--- src/rtl/alu_pm_pkg.sv ---
// alu_pm_pkg: shared definitions for the ALU power-management slice.
//   pm_state_e : power-sequencer FSM state with fixed legacy encodings
//   CNT_W      : width of the 16-bit idle and wake counters
package alu_pm_pkg;

  localparam int unsigned CNT_W = 16;

  typedef enum logic [2:0] {
    S_OFF     = 3'd0,
    S_PWR_UP  = 3'd1,
    S_ON      = 3'd2,
    S_DRAIN   = 3'd3,
    S_ISO_SET = 3'd4
  } pm_state_e;

endpackage

--- src/rtl/pm_timer.sv ---
// pm_timer: loadable 8-bit down-counter used for the power-up and
// isolation-setup delays.
//   clk, rst_n : clock, asynchronous active-low reset
//   load       : load load_val (takes priority over counting)
//   load_val   : value to load
//   en         : count down by one per cycle while non-zero
//   done       : counter is at zero
module pm_timer (
  input  logic       clk,
  input  logic       rst_n,
  input  logic       load,
  input  logic [7:0] load_val,
  input  logic       en,
  output logic       done
);

  logic [7:0] cnt_q;

  always_ff @(posedge clk or negedge rst_n) begin
    if (!rst_n) begin
      cnt_q <= '0;
    end else if (load) begin
      cnt_q <= load_val;
    end else if (en && (cnt_q != '0)) begin
      cnt_q <= cnt_q - 8'd1;
    end
  end

  assign done = (cnt_q == '0);

endmodule

--- src/rtl/alu_pwr_ctrl.sv ---
// alu_pwr_ctrl: power sequencer for the power-gated ALU domain.
// Orders power/isolation (power up, then release isolation; isolate, then
// power down), gates operation starts, and powers down on idle.
//   clk, rst_n   : clock, asynchronous active-low reset
//   wake_req     : level request to power the ALU
//   sleep_req    : level request to power down / hold off
//   op_req       : requester wants to issue an operation
//   alu_busy     : ALU busy flag
//   op_gnt       : operation accepted this cycle (combinational)
//   alu_start    : start pulse to the ALU (same as op_gnt)
//   alu_pwr_en   : ALU power switch enable
//   iso_en       : ALU output isolation
//   ready        : powered, de-isolated and accepting operations
//   state        : current FSM state (debug)
//   wake_cnt     : completed power-ups, saturating
module alu_pwr_ctrl
  import alu_pm_pkg::*;
#(
  parameter int unsigned PWR_UP_CYC    = 8,
  parameter int unsigned ISO_SETUP_CYC = 2,
  parameter int unsigned IDLE_TIMEOUT  = 64
) (
  input  logic             clk,
  input  logic             rst_n,
  input  logic             wake_req,
  input  logic             sleep_req,
  input  logic             op_req,
  input  logic             alu_busy,
  output logic             op_gnt,
  output logic             alu_start,
  output logic             alu_pwr_en,
  output logic             iso_en,
  output logic             ready,
  output logic [2:0]       state,
  output logic [CNT_W-1:0] wake_cnt
);

  // The timer is loaded with N-1 on entry so that done is seen in the
  // N-th cycle of the state and the exit edge is exactly N cycles later.
  localparam logic [7:0]       PWR_UP_LD = 8'(PWR_UP_CYC - 1);
  localparam logic [7:0]       ISO_LD    = 8'(ISO_SETUP_CYC - 1);
  localparam logic [CNT_W-1:0] IDLE_LAST = CNT_W'(IDLE_TIMEOUT - 1);
  localparam bit               IDLE_EN   = (IDLE_TIMEOUT != 0);

  pm_state_e        state_q, state_d;
  logic [CNT_W-1:0] idle_q;
  logic [CNT_W-1:0] wake_cnt_q;
  logic             tmr_load, tmr_done, tmr_en;
  logic [7:0]       tmr_val;
  logic             grant, idle_hit;

  assign grant = op_req & (state_q == S_ON) & ~alu_busy & ~sleep_req;

  // Fires in the cycle whose closing edge would bring the idle count to
  // IDLE_TIMEOUT, so DRAIN is entered exactly IDLE_TIMEOUT idle cycles on.
  assign idle_hit = IDLE_EN && (idle_q == IDLE_LAST) && !alu_busy && !grant;

  assign tmr_en = (state_q == S_PWR_UP) || (state_q == S_ISO_SET);

  pm_timer u_timer (
    .clk      (clk),
    .rst_n    (rst_n),
    .load     (tmr_load),
    .load_val (tmr_val),
    .en       (tmr_en),
    .done     (tmr_done)
  );

  always_comb begin
    state_d  = state_q;
    tmr_load = 1'b0;
    tmr_val  = PWR_UP_LD;
    case (state_q)
      S_OFF: begin
        if ((wake_req || op_req) && !sleep_req) begin
          state_d  = S_PWR_UP;
          tmr_load = 1'b1;
          tmr_val  = PWR_UP_LD;
        end
      end
      S_PWR_UP: begin
        if (tmr_done) state_d = S_ON;
      end
      S_ON: begin
        if (sleep_req || idle_hit) state_d = S_DRAIN;
      end
      S_DRAIN: begin
        if (!alu_busy) begin
          state_d  = S_ISO_SET;
          tmr_load = 1'b1;
          tmr_val  = ISO_LD;
        end
      end
      S_ISO_SET: begin
        if (tmr_done) state_d = S_OFF;
      end
      default: state_d = S_OFF;
    endcase
  end

  always_ff @(posedge clk or negedge rst_n) begin
    if (!rst_n) begin
      state_q <= S_OFF;
    end else begin
      state_q <= state_d;
    end
  end

  always_ff @(posedge clk or negedge rst_n) begin
    if (!rst_n) begin
      idle_q <= '0;
    end else if ((state_q != S_ON) || grant || alu_busy) begin
      idle_q <= '0;
    end else if (idle_q != '1) begin
      idle_q <= idle_q + 1'b1;
    end
  end

  always_ff @(posedge clk or negedge rst_n) begin
    if (!rst_n) begin
      wake_cnt_q <= '0;
    end else if ((state_q == S_PWR_UP) && tmr_done && (wake_cnt_q != '1)) begin
      wake_cnt_q <= wake_cnt_q + 1'b1;
    end
  end

  always_comb begin
    alu_pwr_en = 1'b0;
    iso_en     = 1'b1;
    ready      = 1'b0;
    case (state_q)
      S_PWR_UP:  begin alu_pwr_en = 1'b1; iso_en = 1'b1; end
      S_ON:      begin alu_pwr_en = 1'b1; iso_en = 1'b0; ready = 1'b1; end
      S_DRAIN:   begin alu_pwr_en = 1'b1; iso_en = 1'b0; end
      S_ISO_SET: begin alu_pwr_en = 1'b1; iso_en = 1'b1; end
      default:   begin alu_pwr_en = 1'b0; iso_en = 1'b1; end
    endcase
  end

  assign op_gnt    = grant;
  assign alu_start = grant;
  assign state     = state_q;
  assign wake_cnt  = wake_cnt_q;

endmodule

--- config.mk ---
export PLATFORM = sky130hd
export DESIGN_NAME = alu_pwr_ctrl
export DESIGN_NICKNAME = d
export VERILOG_FILES = /design/src/rtl/alu_pm_pkg.sv /design/src/rtl/pm_timer.sv /design/src/rtl/alu_pwr_ctrl.sv
export SDC_FILE = /design/constraint.sdc
export NUM_CORES = 1
export LEC_CHECK = 0
export ABC_AREA = 1
export CAP_MARGIN = 20
export CORE_MARGIN = 1
export CORE_UTILIZATION = 56
export DETAILED_ROUTE_END_ITERATION = 6
export PLACE_DENSITY = 0.84
export SLEW_MARGIN = 15
export SYNTH_ARGS = -nofsm -noshare
export SYNTH_HDL_FRONTEND = slang
export SYNTH_SLANG_ARGS = --single-unit
--- constraint.sdc ---
create_clock -name clk -period 2 [get_ports clk]
set_input_delay 0.2 -clock clk [delete_from_list [all_inputs] [get_ports clk]]
set_output_delay 0.2 -clock clk [all_outputs]
set_load 0.1 [all_outputs]
==> metrics.yaml, run 1 <==
vias: 2390
setup.worst_path.start_class: "flop"
ys_ff_latch: 43
seq_area_frac_synth_pct: 40.1
die_w_um: 71.2
max-clock-path-buffers: 2
clock_sink_count: 43
status: "finished, violations left"
cp-end-kind: "output port"
hpwl_mm: 4.31
portBuffers: 29
yosys.area.top_type: "dfrtp_1"
seq_area_mm2: 0.00110
cts_resized: 0
synth-main-ff-cell: "dfrtp_1"
yosysWarnings: 0
n_fill_cell: 342
tns_ns: 0
ff2ff_path_depth: 6
crit_fanout: 7
rows: 24
power.density_mw_per_mm2: 1140
clock_skew_ns: 0.00586
ff2ff_setup_slack_ns: 0.22
syn_avg_cell_area_um2: 7.58
dieArea_mm2: 0.00507
fin_crit_sh_pct: 92.6
hold_buffers: 1
crit_type: "reg2out"
drc: 3
multi_input_area_mm2: 0.00141
avgRoutedWirePerCell_um: 12.6
r2r_end: "u_timer.cnt_q[1]$_DFFE_PN0P_"
maxSlewViolCount: 0
root_buffer: "clkbuf_8"
max_freq_mhz: 540
drtIter0Drc: 78
cp_data_arrival_time_ns: 1.65
area_growth_pct: 19.5
design_power_total_mw: 3.64
htreeDepth: 2
drive_above_1_share_pct: 23.4
numCtsBuffers: 5
synth_area_mm2: 0.00268
drv_cap: 0
crit_end: "op_gnt"
wirelength_mm: 5.60
path_clk_slew_ns: 0.08
hold_violations: 0
synth.distinct_cells: 28
place_congestion: 0.942
netlist.area_leader.share_pct: 40.1
slew_headroom_pct: 68.1
viasPerCell: 5.36
grt_pass1_vias: 2339
start_util_pct: 60.0
ir_worst_vdd_uv: 1360
synth_area_leaders: "dfrtp_1, nand2_1, nand3_1"
yosysMostFrequentCell: "nand2_1"
synth_cells: 354
p_leak_nw: 1.48
fin_nets: 403
violations: "design-rule violations"
synth-edff-count: 0
setup_viol: 0
grt_pass1_wl_mm: 10.0
grt_max_degree: 25
antenna_found_initial: 0
synth_commonest_cells: "nand2_1, dfrtp_1, inv_1, nand3_1, nor2_1"
gr-total-overflow: 0
clk_latency_ns: 0.30
hold_path.class: "in2async"
ioPinCount: 30
period_needed_ns: 1.85
first_pass_iters: 6
cp-startpoint: "state[2]$_DFFE_PN0P_"
die_h_um: 71.2
grt_use_total_pct: 25.1
cts_setup_buffers: 0
cp.required_ns: 1.80
ant_nets: 0
synthArstFlopShare_pct: 100
r2r_start: "state[2]$_DFFE_PN0P_"
syn_nets: 364
diodes: 0
coreArea_mm2: 0.00447
tightest_slew_ns: 0.478
rsz0062_at_grt: "no"
cts_tree: "yes"
-- area by class of cell --
type | instances | area share [%]
multi-input combinational | 258 | 43.9
sequential | 43 | 34.2
timing repair buffer | 36 | 11.1
inverter | 49 | 5.93
clock buffer | 7 | 2.69
tap | 52 | 2.03
clock inverter | 1 | 0.156
-- sequential cells by signal (all words and copies together) (netlist names) --
| name | cells |
|---|---|
| wake_cnt | 16 |
| u_timer.cnt_q | 8 |
| state | 3 |
| idle_q | 16 |
-- power breakdown --
group | total [mW] | internal [mW] | switching (mW)
logic | 1.90 | 0.543 | 1.35
clock network | 0.583 | 0.279 | 0.304
registers | 1.16 | 1.02 | 0.141
total | 3.64 | 1.84 | 1.80
-- layout by cell type (no fill, tap or decap), types with 2 or more instances in the layout --
master / count
nor3_1: 11
o21ai_1: 4
nor2_1: 37
dfrtp_4: 2
nor3_4: 3
o21ai_0: 8
nand4_1: 6
nand3_1: 37
clkbuf_8: 6
nor2_4: 3
dfrtp_1: 31
nand2_2: 8
nor2_2: 2
xor2_1: 18
buf_12: 6
a31oi_1: 3
nand2_1: 83
a21oi_1: 7
clkdlybuf4s50_1: 4
o21ai_2: 9
inv_1: 41
nand3_2: 6
dfrtp_2: 10
xnor2_1: 3
buf_4: 24
inv_2: 6
ha_1: 4
-- metrics by stage --
stage                     hold WS, ns  utilization, %  area (um2)  setup WS [ns]  std cells
after floorplan               -0.0956               -        2750         -0.651        354
after CTS                       0.396            71.7        3210          0.126        446
after global placement          0.182            69.4        3110          0.275        437
after detailed placement        0.190            69.4        3110          0.242        437
final                           0.379            71.7        3210          0.148        446
after global routing            0.429            71.7        3210         0.0421        446
-- logic make-up (layout without fill, tap and decap cells) --
| kind of cell | after synthesis | after routing | share of synthesized area (%) |
|---|---|---|---|
| AO/OA/AOI/OAI | 33 | 33 | 7.74 |
| flip-flops | 43 | 43 | 40.1 |
| adder cells (fa/ha/maj) | 4 | 4 | 1.87 |
| AND/OR/NAND/NOR | 200 | 200 | 35.0 |
| XOR/XNOR | 21 | 21 | 6.86 |
| buffers and inverters | 53 | 93 | 8.40 |
-- worst min-delay path by stage --
stage,from,to,slack (ns),cells past startpoint
2_1_floorplan,rst_n,idle_q[0]$_DFFE_PN0P_,-0.1,0
4_1_cts,rst_n,wake_cnt[1]$_DFFE_PN0P_,0.40,2
5_1_grt,rst_n,wake_cnt[0]$_DFFE_PN0P_,0.43,2
6_report,rst_n,wake_cnt[1]$_DFFE_PN0P_,0.38,2
3_3_place_gp,rst_n,wake_cnt[0]$_DFFE_PN0P_,0.18,1
3_5_place_dp,rst_n,wake_cnt[1]$_DFFE_PN0P_,0.19,1
-- critical path, cell delays in order (launching register included) --
cell        delay (ns)
dfrtp_4           0.52
nor3_4            0.33
nand3_2           0.16
clkinvlp_4        0.15
buf_12            0.18
-- layer usage --
layer / share of wire [%] / routed length [um] / global-route usage (%)
met4: 1.8 / 99 / 11.3
met1: 45 / 2510 / 30.8
met5: 0 / 0 / 0
met3: 3.9 / 218 / 4.92
met2: 49 / 2770 / 43.0
No activity file was read; power rests on OpenSTA's default activity.
==> run 2: changes to the inputs <==
Settings changed: ABC_AREA 1 to not set, CORE_UTILIZATION 56 to 55, PLACE_DENSITY 0.84 to 0.85.
==> metrics.yaml, run 2 <==
cts_setup_buffers: 0  # unchanged
ant_nets: 0  # unchanged
coreArea_mm2: 0.00400  # -11%
area_growth_pct: 25.1
vias: 1834  # -23%
first_pass_iters: 4  # -2
drv_cap: 0  # unchanged
yosysMostFrequentCell: "dfrtp_1"
die_h_um: 66.4  # -6.8%
cp-end-kind: "output port"
synth_commonest_cells: "dfrtp_1, nor2_1, xor2_1, nand4_1, xnor2_1"
clk_latency_ns: 0.30  # about the same
drc: 0  # -3
synth.distinct_cells: 47  # +68%
avgRoutedWirePerCell_um: 14.4  # +15%
synth_area_leaders: "dfrtp_1, xor2_1, xnor2_1"
tightest_slew_ns: 0.723  # +0.244 ns
drtIter0Drc: 84  # +7.7%
period_needed_ns: 1.91  # +0.0536 ns
start_util_pct: 57.0  # -3.0 points
ir_worst_vdd_uv: 787  # -42%
fin_util_pct: 71.3  # -0.42 points
fin_nets: 277  # -31%
yosysWarnings: 0  # unchanged
synth-main-ff-cell: "dfrtp_1"
hold_violations: 0  # unchanged
synth_cells: 226  # -36%
seq_area_frac_synth_pct: 47.2  # +7.1 points
crit_fanout: 9  # +2
p_leak_nw: 1.20  # -19%
synth_area_mm2: 0.00228  # -15%
ys_ff_latch: 43  # unchanged
diodes: 0  # unchanged
max_freq_mhz: 525  # -2.8%
drive_above_1_share_pct: 29.9  # +6.5 points
crit_type: "reg2out"
status: "finished clean"
syn_nets: 236  # -35%
setup.worst_path.start_class: "flop"
slew_headroom_pct: 51.8  # -16 points
mostFrequentLayoutCells: "buf_4, nor2_1, dfrtp_1"
max-clock-path-buffers: 2  # unchanged
setup_viol: 0  # unchanged
synth-edff-count: 0  # unchanged
cp.required_ns: 1.80  # about the same
path_clk_slew_ns: 0.09  # about the same
ioPinCount: 30  # unchanged
grt_use_total_pct: 23.1  # -2.0 points
viasPerCell: 5.77  # +7.6%
cp_data_arrival_time_ns: 1.71  # +0.06 ns
place_congestion: 0.817  # -13%
clock_skew_ns: 0.00804  # +0.00218 ns
fin_crit_sh_pct: 95.3  # +2.7 points
hold_path.class: "in2async"
maxSlewViolCount: 0  # unchanged
rows: 23  # -4.2%
rsz0062_at_grt: "no"
power.density_mw_per_mm2: 913  # -20%
die_w_um: 66.4  # -6.8%
synthArstFlopShare_pct: 100  # unchanged
dieArea_mm2: 0.00440  # -13%
grt_pass1_vias: 1706  # -27%
numCtsBuffers: 5  # unchanged
grt_max_degree: 34  # +36%
syn_avg_cell_area_um2: 10.1  # +33%
grt_pass1_wl_mm: 7.63  # -24%
wirelength_mm: 4.58  # -18%
gr-total-overflow: 0  # unchanged
netlist.area_leader.share_pct: 47.2  # +7.1 points
whs_ns: 0.482  # +0.103 ns
portBuffers: 29  # unchanged
yosys.area.top_type: "dfrtp_1"
hpwl_mm: 3.40  # -21%
layout_commonest_cell: "buf_4"
antenna_found_initial: 0  # unchanged
htreeDepth: 2  # unchanged
clock_sink_count: 43  # unchanged
root_buffer: "clkbuf_8"
cts_tree: "yes"
[run 2: repair_timing]
| action | CTS | global route |
|---|---|---|
| hold buffers | 1 | 0 |
| resized for setup | 0 | 4 |
| endpoints found under the setup margin | 0 | 9 |
| hold endpoints to repair | 31 | 0 |
[run 2: cell type report]
class / count / area, um2
clock buffers: 6 / 72.6
clock inverters: 2 / 12.5
inverters: 6 / 22.5
multi-input cells: 170 / 1200
well taps: 50 / 62.6
repair buffers: 41 / 368
fillers: 288 / 1150
flip-flops and latches: 43 / 1110
[run 2: final timing paths]
path / from / to / slack (ns) / cells after the start
setup reg to reg: u_timer.cnt_q[0]$_DFFE_PN0P_ / wake_cnt[14]$_DFFE_PN0P_ / 0.12 / 7
min in group clk: wake_cnt[8]$_DFFE_PN0P_ / wake_cnt[8]$_DFFE_PN0P_ / 0.49 / 1
hold reg to reg: wake_cnt[8]$_DFFE_PN0P_ / wake_cnt[8]$_DFFE_PN0P_ / 0.49 / 1
hold / removal: rst_n / u_timer.cnt_q[3]$_DFFE_PN0P_ / 0.48 / 2
setup / recovery: state[2]$_DFFE_PN0P_ / alu_start / 0.09 / 4
max in group asynchronous: rst_n / idle_q[15]$_DFFE_PN0P_ / 0.94 / 3
[run 2: kinds of logic after synthesis]
logic type      count (synthesis)  share of synthesized area, %
simple gates                  112                          27.8
flops                          43                          47.2
xor+xnor                       33                          12.7
compound gates                 19                          6.26
buf+inv                        13                          2.86
fa+ha+maj                       4                          2.20
mux                             2                         0.934
[run 2: power by group]
| group | switching (mW) | internal, mW | leakage, nW | total (mW) |
|---|---|---|---|---|
| sequential | 0.159 | 0.996 | 0.550 | 1.16 |
| combinational | 0.562 | 0.335 | 0.604 | 0.897 |
| clock | 0.305 | 0.244 | 0.0412 | 0.549 |
| total | 1.03 | 1.57 | 1.20 | 2.60 |
[run 2: through the flow]
stage	setup WS [ns]	cells	setup TNS [ns]	power, mW	instance area [um2]
2_1_floorplan	-0.761	226	-11.82	1.81	2370
3_3_place_gp	0.181	309	0	2.02	2730
3_5_place_dp	0.0576	309	0	2.05	2730
4_1_cts	0.0131	318	0	2.60	2820
5_1_grt	0.0126	318	0	2.75	2850
6_report	0.0941	318	0	2.60	2850
[run 2: routing by layer]
| metal | part of all wire (%) | routed length [um] | track usage [%] |
|---|---|---|---|
| met1 | 48 | 2190 | 31.3 |
| met2 | 48 | 2200 | 35.8 |
| met3 | 3.0 | 138 | 5.17 |
| met4 | 0.94 | 43 | 8.78 |
| met5 | 0 | 0 | 0 |
[run 2: worst max-delay path, stage by stage (launching register included)]
cell and delay, ns:
dfrtp_4 0.54, nand2b_4 0.17, or2_4 0.27, nor3_4 0.22
buf_12 0.21
